**src/rtl/pc_pkg.sv**
```systemverilog
// Shared types for the GCore fetch program counter: next-PC action codes and
// the width of the return-stack pointer.
package pc_pkg;

  typedef enum logic [2:0] {
    ACT_INC,
    ACT_JUMP,
    ACT_BRANCH,
    ACT_CALL,
    ACT_RET
  } act_e;

  // The pointer has to hold 0..depth inclusive, not just 0..depth-1.
  function automatic int sp_w(input int depth);
    return $clog2(depth + 1);
  endfunction

endpackage

```
**src/rtl/pc_ret_stack.sv**
```systemverilog
// DEPTH x AW LIFO holding return addresses. Only the pointer is reset; the
// entries are undefined until pushed.
module pc_ret_stack
  import pc_pkg::*;
#(
  parameter int AW    = 8,
  parameter int DEPTH = 4
) (
  input  logic                     clk,
  input  logic                     rst,
  input  logic                     push,
  input  logic                     pop,
  input  logic [AW-1:0]            wdata,
  output logic [AW-1:0]            rdata,
  output logic [sp_w(DEPTH)-1:0]   sp,
  output logic                     full,
  output logic                     empty
);

  localparam int SPW = sp_w(DEPTH);
  localparam int IW  = (DEPTH > 1) ? $clog2(DEPTH) : 1;

  logic [DEPTH-1:0][AW-1:0] mem;
  logic [IW-1:0]            wr_idx;
  logic [IW-1:0]            rd_idx;

  assign full   = (sp == SPW'(DEPTH));
  assign empty  = (sp == '0);
  assign wr_idx = IW'(sp);
  assign rd_idx = IW'(sp - SPW'(1));
  assign rdata  = empty ? '0 : mem[rd_idx];

  // A push while full and a pop while empty are dropped here; the caller
  // owns the sticky error flags.
  always_ff @(posedge clk) begin
    if (rst)                 sp <= '0;
    else if (push && !full)  sp <= sp + SPW'(1);
    else if (pop && !empty)  sp <= sp - SPW'(1);
  end

  always_ff @(posedge clk) begin
    if (push && !full) mem[wr_idx] <= wdata;
  end

endmodule

```
**src/rtl/pc_stack.sv**
```systemverilog
// Parametrised fetch program counter: multi-phase step, absolute jump,
// relative branch, call/return through a hardware stack, and stall.
module pc_stack
  import pc_pkg::*;
#(
  parameter int            AW       = 8,
  parameter int            PHASES   = 2,
  parameter int            DEPTH    = 4,
  parameter logic [AW-1:0] RST_ADDR = '0
) (
  input  logic                   clk,
  input  logic                   rst,
  input  logic                   stall,
  input  logic                   jump,
  input  logic [AW-1:0]          jumpaddr,
  input  logic                   branch,
  input  logic [AW-1:0]          offset,
  input  logic                   call,
  input  logic                   ret,
  output logic [AW-1:0]          addr,
  output logic                   step,
  output logic [sp_w(DEPTH)-1:0] sp,
  output logic                   ovf,
  output logic                   unf
);

  localparam int PW = (PHASES > 1) ? $clog2(PHASES) : 1;

  logic [PW-1:0] phase;
  logic          last_ph;
  logic          adv;
  act_e          act;
  logic [AW-1:0] addr_inc;
  logic [AW-1:0] addr_nxt;
  logic [AW-1:0] top;
  logic          full;
  logic          empty;
  logic          push;
  logic          pop;

  assign last_ph  = (phase == PW'(PHASES - 1));
  assign adv      = last_ph && !stall;
  assign addr_inc = addr + AW'(1);

  always_comb begin
    act = ACT_INC;
    if      (ret)    act = ACT_RET;
    else if (call)   act = ACT_CALL;
    else if (jump)   act = ACT_JUMP;
    else if (branch) act = ACT_BRANCH;
  end

  // Return on an empty stack degrades to a plain increment.
  always_comb begin
    addr_nxt = addr_inc;
    case (act)
      ACT_RET:    addr_nxt = empty ? addr_inc : top;
      ACT_CALL,
      ACT_JUMP:   addr_nxt = jumpaddr;
      ACT_BRANCH: addr_nxt = addr + offset;
      default:    addr_nxt = addr_inc;
    endcase
  end

  assign push = adv && (act == ACT_CALL);
  assign pop  = adv && (act == ACT_RET);

  always_ff @(posedge clk) begin
    if (rst) begin
      phase <= '0;
      addr  <= RST_ADDR;
      step  <= 1'b0;
      ovf   <= 1'b0;
      unf   <= 1'b0;
    end else begin
      step <= adv;
      if (!stall) phase <= last_ph ? '0 : phase + PW'(1);
      if (adv) addr <= addr_nxt;
      if (push && full)  ovf <= 1'b1;
      if (pop  && empty) unf <= 1'b1;
    end
  end

  pc_ret_stack #(.AW(AW), .DEPTH(DEPTH)) u_rstk (
    .clk   (clk),
    .rst   (rst),
    .push  (push),
    .pop   (pop),
    .wdata (addr_inc),
    .rdata (top),
    .sp    (sp),
    .full  (full),
    .empty (empty)
  );

endmodule
```
**config.mk**
```make
export PLATFORM = sky130hd
export DESIGN_NAME = pc_stack
export DESIGN_NICKNAME = d
export VERILOG_FILES = /design/src/rtl/pc_pkg.sv /design/src/rtl/pc_ret_stack.sv /design/src/rtl/pc_stack.sv
export SDC_FILE = /design/constraint.sdc
export NUM_CORES = 1
export LEC_CHECK = 0
export CORE_ASPECT_RATIO = 0.8
export CORE_MARGIN = 3
export CORE_UTILIZATION = 59
export DETAILED_ROUTE_END_ITERATION = 7
export GPL_ROUTABILITY_DRIVEN = 0
export MAX_ROUTING_LAYER = met4
export PLACE_DENSITY_LB_ADDON = 0.08
export SLEW_MARGIN = 20
export SYNTH_ARGS = -nofsm -noshare
export SYNTH_HDL_FRONTEND = slang
export SYNTH_SLANG_ARGS = --single-unit
```
**constraint.sdc**
```tcl
create_clock -name clk -period 4.95 [get_ports clk]
set_clock_uncertainty 0.1 [all_clocks]
set_input_delay 0.99 -clock clk [delete_from_list [all_inputs] [get_ports clk]]
set_output_delay 0.99 -clock clk [all_outputs]
set_load 0.01 [all_outputs]
```
### Word level (Yosys, flattened, before mapping)

Index checks and enable logic that the tools add are counted.

| operators by class | value |
|---|---|
| eq/ne operators | 5 |
| $add $sub $neg | 5 |
| mux-type cells | 14 |
| reduce and logical (&&, ||, !) cells | 14 |
| magnitude comparators | 3 |

Operator list:

| kind | number |
|---|---|
| $bwmux 32 | 1 |
| $mux 8 | 3 |
| $pmux 8 s3 | 1 |
| $bmux 8 s2 | 1 |
| $demux 8 s2 | 1 |
| $mux 3 | 3 |
| $add 8x1->8 const B | 1 |
| $add 8x8->8 | 1 |
| $logic_and 1x1->1 | 8 |
| $eq 3x2->1 const B | 2 |
| $eq 3x3->1 const B | 2 |
| $lt 2x3->1 const B | 2 |
| $mux 2 | 3 |
| $add 3x1->3 const B | 1 |
| $eq 3x1->1 const B | 1 |
| $logic_not 1->1 | 3 |
| $logic_not 3->1 | 1 |
| $sub 3x1->3 const B | 1 |
| $ge 2x1->1 const B | 1 |
| $reduce_bool 2->1 | 1 |
| $reduce_or 2->1 | 1 |
| $add 1x1->1 const B | 1 |
| $mux 1 | 1 |

| storage, ports and cells | value |
|---|---|
| logic and storage cells | 51 |
| register bits | 47 |

### Logic depth before layout (Yosys ltp)

| depth | value |
|---|---|
| word-level depth | 9 |
| gate-level depth with buffers | 9 |
| depth with buffers taken out | 8 |

### Cells and area by module

Synthesis repeated with hierarchy kept, for this count alone.

| unflattened totals | value |
|---|---|
| cell total of the unflattened synthesis | 229 |
| area, all modules | 2673.8 um^2 |

By module, submodules not included:

| module | area an instance (um^2) | instances | cells an instance |
|---|---|---|---|
| pc_ret_stack | 1488.9 | 1 | 82 |
| pc_stack | 1184.9 | 1 | 147 |

### Least setup slack after synthesis

OpenSTA, ideal clock, no wires.

| timing | value |
|---|---|
| path type | in2reg |
| start | input port offset[0] |
| end | register addr[4] |
| cell stages on the path | 7 |
| arrival | 2492 ps |
| setup slack | 2284 ps |
| required time | 4776 ps |
| setup time | 74 ps |
| cell sequence | ha_1 > fa_1 > a211oi_1 > nor3b_1 > o311ai_1 > a32oi_1 > o21ai_0 |

| on the way | value |
|---|---|
| cells in the longest elaborated chain, start to end | 2 |

Ends and longest elaborated chain:

| what | line | RTL |
|---|---|---|
| from (decl) | pc_stack.sv:17 | `input logic [AW-1:0] offset,` |
| $add 8x8->8 | pc_stack.sv:60 | `ACT_BRANCH: addr_nxt = addr + offset;` |
| $pmux 8 s3 | pc_stack.sv:56 | `case (act)` |
| to (signal assigned) | pc_stack.sv:78 | `if (adv) addr <= addr_nxt;` |
| to (decl) | pc_stack.sv:20 | `output logic [AW-1:0] addr,` |

No other way between the ends.
A chain may end at the register's enable or synchronous reset.

### Final worst setup path

Ends and elaborated chain as after synthesis.

==> out/metrics.yaml <==
status: "finished, final reports clean"
clockRootBuffer: "clkbuf_8"
post_cts_resized: 0
p_leak_nw: 1.07
fin_setup_tns_ns: 0
clkTransAtPathRegs_ns: 0.09
drt_iter0_drc: 291
cp_max_fo: 3
worstPathArrival_ns: 3.13
postSynthAreaPerCell_um2: 11.4
synth_top_area_share_pct: 36.8
yosysWarnings: 0
tritoncts: "done"
timing.critical_path.buf_inv: 1
crit_path_top_delay_cell: "fa_1"
cp.required_ns: 5.08
synthesis.area_um2: 2610
crit_chain: "clkdlybuf4s50_1, ha_1, fa_1, a211oi_1, nor3b_1, o311ai_1, a32oi_1, o21ai_0"
io_buffers: 36
dpl.hpwl_mm: 4.69
cts_setup_buffers: 0
synthCells: 229
area_growth_pct: 19.5
htree_levels: 2
synthFlopType: "edfxtp_1"
cts_buffers: 5
wl_mm: 6.27
grt_pass1_wl_mm: 10.2
fin_cells: 321
clock_path_buffers: 2
drc: 0
dp.cells: 313
clkLatencyLatePin_ns: 0.30
power_density_nw_per_um2: 264
grt_usage_pct: 26.7
routedWlPerCell_um: 19.5
reg2reg_slack_ns: 2.13
rr_startpoint: "u_rstk.sp[0]"
drive_gt1_share_pct: 11.7
setup_viol: 0
clkSinkCount: 47
vias: 2073
slew_headroom_pct: 53.3
min-delay-start: "unf"
grt_setup_unrepaired: "false"
drt-pass1-iter-count: 7
dieArea_um2: 5270
cp-start-kind: "input pin"
post_drt_via_cell_ratio: 6.46
min_period_over_period_pct: 60.6
io_pins: 37
die_x_um: 80.4
cp_slowest_stage_delay_ns: 0.41
grt_max_degree: 15
grt_pass1_vias: 2053
netlist-cell-type-count: 52
async_flop_share_pct: 0
critPathLaunch: "offset[0]"
clock.fmax_ghz: 0.333
synth_nets: 267
fin_crit_ns: 3.00
n_antenna_cell: 0
grt-ovfl-total: 0
peakVddDrop_v: 0.000171
synth-edff-count: 32
hold_path.class: "flop to flop"
holdBufCountCts: 0
start_util_pct: 64.8
dieHeight_um: 65.5
cp_top_family: "compound AO/OA/AOI/OAI gates"
antenna_left: 0
fin_nets: 303
synthTopCellsByArea: "edfxtp_1 (37%), dfxtp_1 (11%), mux4_2 (6.9%)"
finalHoldViolCount: 0
maxSlewViolCount: 0
rows: 20
yosysSeqAreaShare_pct: 48.3
ys_ff_latch: 47
crit_path_end_kind: "flop"
maxCapViolCount: 0
synth_area_leader_cell: "edfxtp_1"
grt_antenna_before_repair: 0
tightest_slew_ns: 0.699
core_um2: 4030
criticalPathCategory: "input pin to flop"
## state kept, by name, summed over array words and instances (netlist names)
name / cells
ovf: 1
u_rstk.sp: 3
unf: 1
u_rstk.mem: 32
addr: 8
last_ph: 1
step: 1
## where the power goes
part           internal, W  switching (W)
Clock             0.000163       0.000126
Combinational    0.0000510      0.0000522
Sequential        0.000422     0.00000858
Total             0.000637       0.000187
## metal layers
| layer | vias to the layer above | part of all wire (%) | GRT usage [%] | wire [µm] |
|---|---|---|---|---|
| met5 | - | 0 | - | 0 |
| met4 | 0 | 1.1 | 8.02 | 72 |
| met3 | 12 | 12 | 6.71 | 780 |
| met2 | 153 | 46 | 38.8 | 2900 |
| met1 | 969 | 40 | 37.2 | 2520 |
| li1 | 939 | - | - | - |
## worst register-to-register path, stage by stage (launching register included)
cell and delay, ns:
dfxtp_1 0.78, inv_1 0.20, ha_1 0.29, ha_1 0.30
nand2b_1 0.23, nor2_1 0.27, mux2_2 0.37, a211oi_1 0.19
## kinds of logic (layout without fill, tap and decap cells)
| group | count (synthesis) | in the layout | share of synthesized area [%] |
|---|---|---|---|
| buf+inv | 16 | 53 | 2.78 |
| flops | 47 | 47 | 48.3 |
| fa+ha+maj | 15 | 15 | 7.47 |
| compound gates | 61 | 61 | 15.6 |
| simple gates | 70 | 70 | 14.7 |
| mux | 12 | 12 | 8.48 |
| xor+xnor | 8 | 8 | 2.68 |
## cells in the final DEF (no fill, tap or decap), drive strengths merged, types with 3 or more instances in the layout
cell type      netlist  layout
a211oi               4       4
a21oi               12      12
a22oi                4       4
a31oi                4       4
a32oi                3       3
and2                 6       6
clkbuf               2       6
clkdlybuf4s50        0      36
dfxtp               15      15
edfxtp              32      32
ha                  14      14
inv                  9       9
mux2i                3       3
mux4                 8       8
nand2               15      15
nand2b               3       3
nand3                6       6
nor2                23      23
nor2b                3       3
nor3                 3       3
o211ai               4       4
o21a                 4       4
o21ai               13      13
xnor2                4       4
xor2                 4       4
## per-stage QoR
stage                     area (µm²)  setup WS (ns)  util [%]  power (W)  hold slack, ns
after CTS                       3120           1.98      77.4   0.000823           0.396
after global placement          3000           1.77      74.5   0.000539           0.353
after global routing            3120           1.71      77.4   0.000854           0.455
final                           3120           1.95      77.4   0.000824           0.398
after floorplan                 2610           2.28         -   0.000496           0.405
after detailed placement        3000           1.68      74.5   0.000540           0.367
## layout make-up
cell class	instances	area, µm²
Timing Repair Buffer	36	360
Fill cell	278	910
Clock inverter	2	35.0
Tap cell	55	68.8
Inverter	9	33.8
Clock buffer	6	82.6
Multi-Input combinational cell	166	1280
Sequential cell	47	1260
## worst paths after layout
path                  end  cells after the start
max reg2reg  u_rstk.sp[1]                      7
min                   unf                      2
min reg2reg           unf                      2
max               addr[4]                      8
## synthesized netlist by cell type, types with 3 or more instances
master and number:
nor2b_1 3, mux4_2 8, nor2_1 22, a211oi_1 4
edfxtp_1 32, a31oi_1 4, a21oi_1 12, o21ai_0 13
a32oi_1 3, nand2_1 15, and2_2 4, xor2_1 4
mux2i_1 3, o21a_1 4, nand3_1 6, buf_2 4
nor3_1 3, ha_1 14, dfxtp_1 15, a22oi_1 4
inv_1 9, o211ai_1 4, xnor2_1 4
Note: power is estimated with default switching activity, not from simulation.
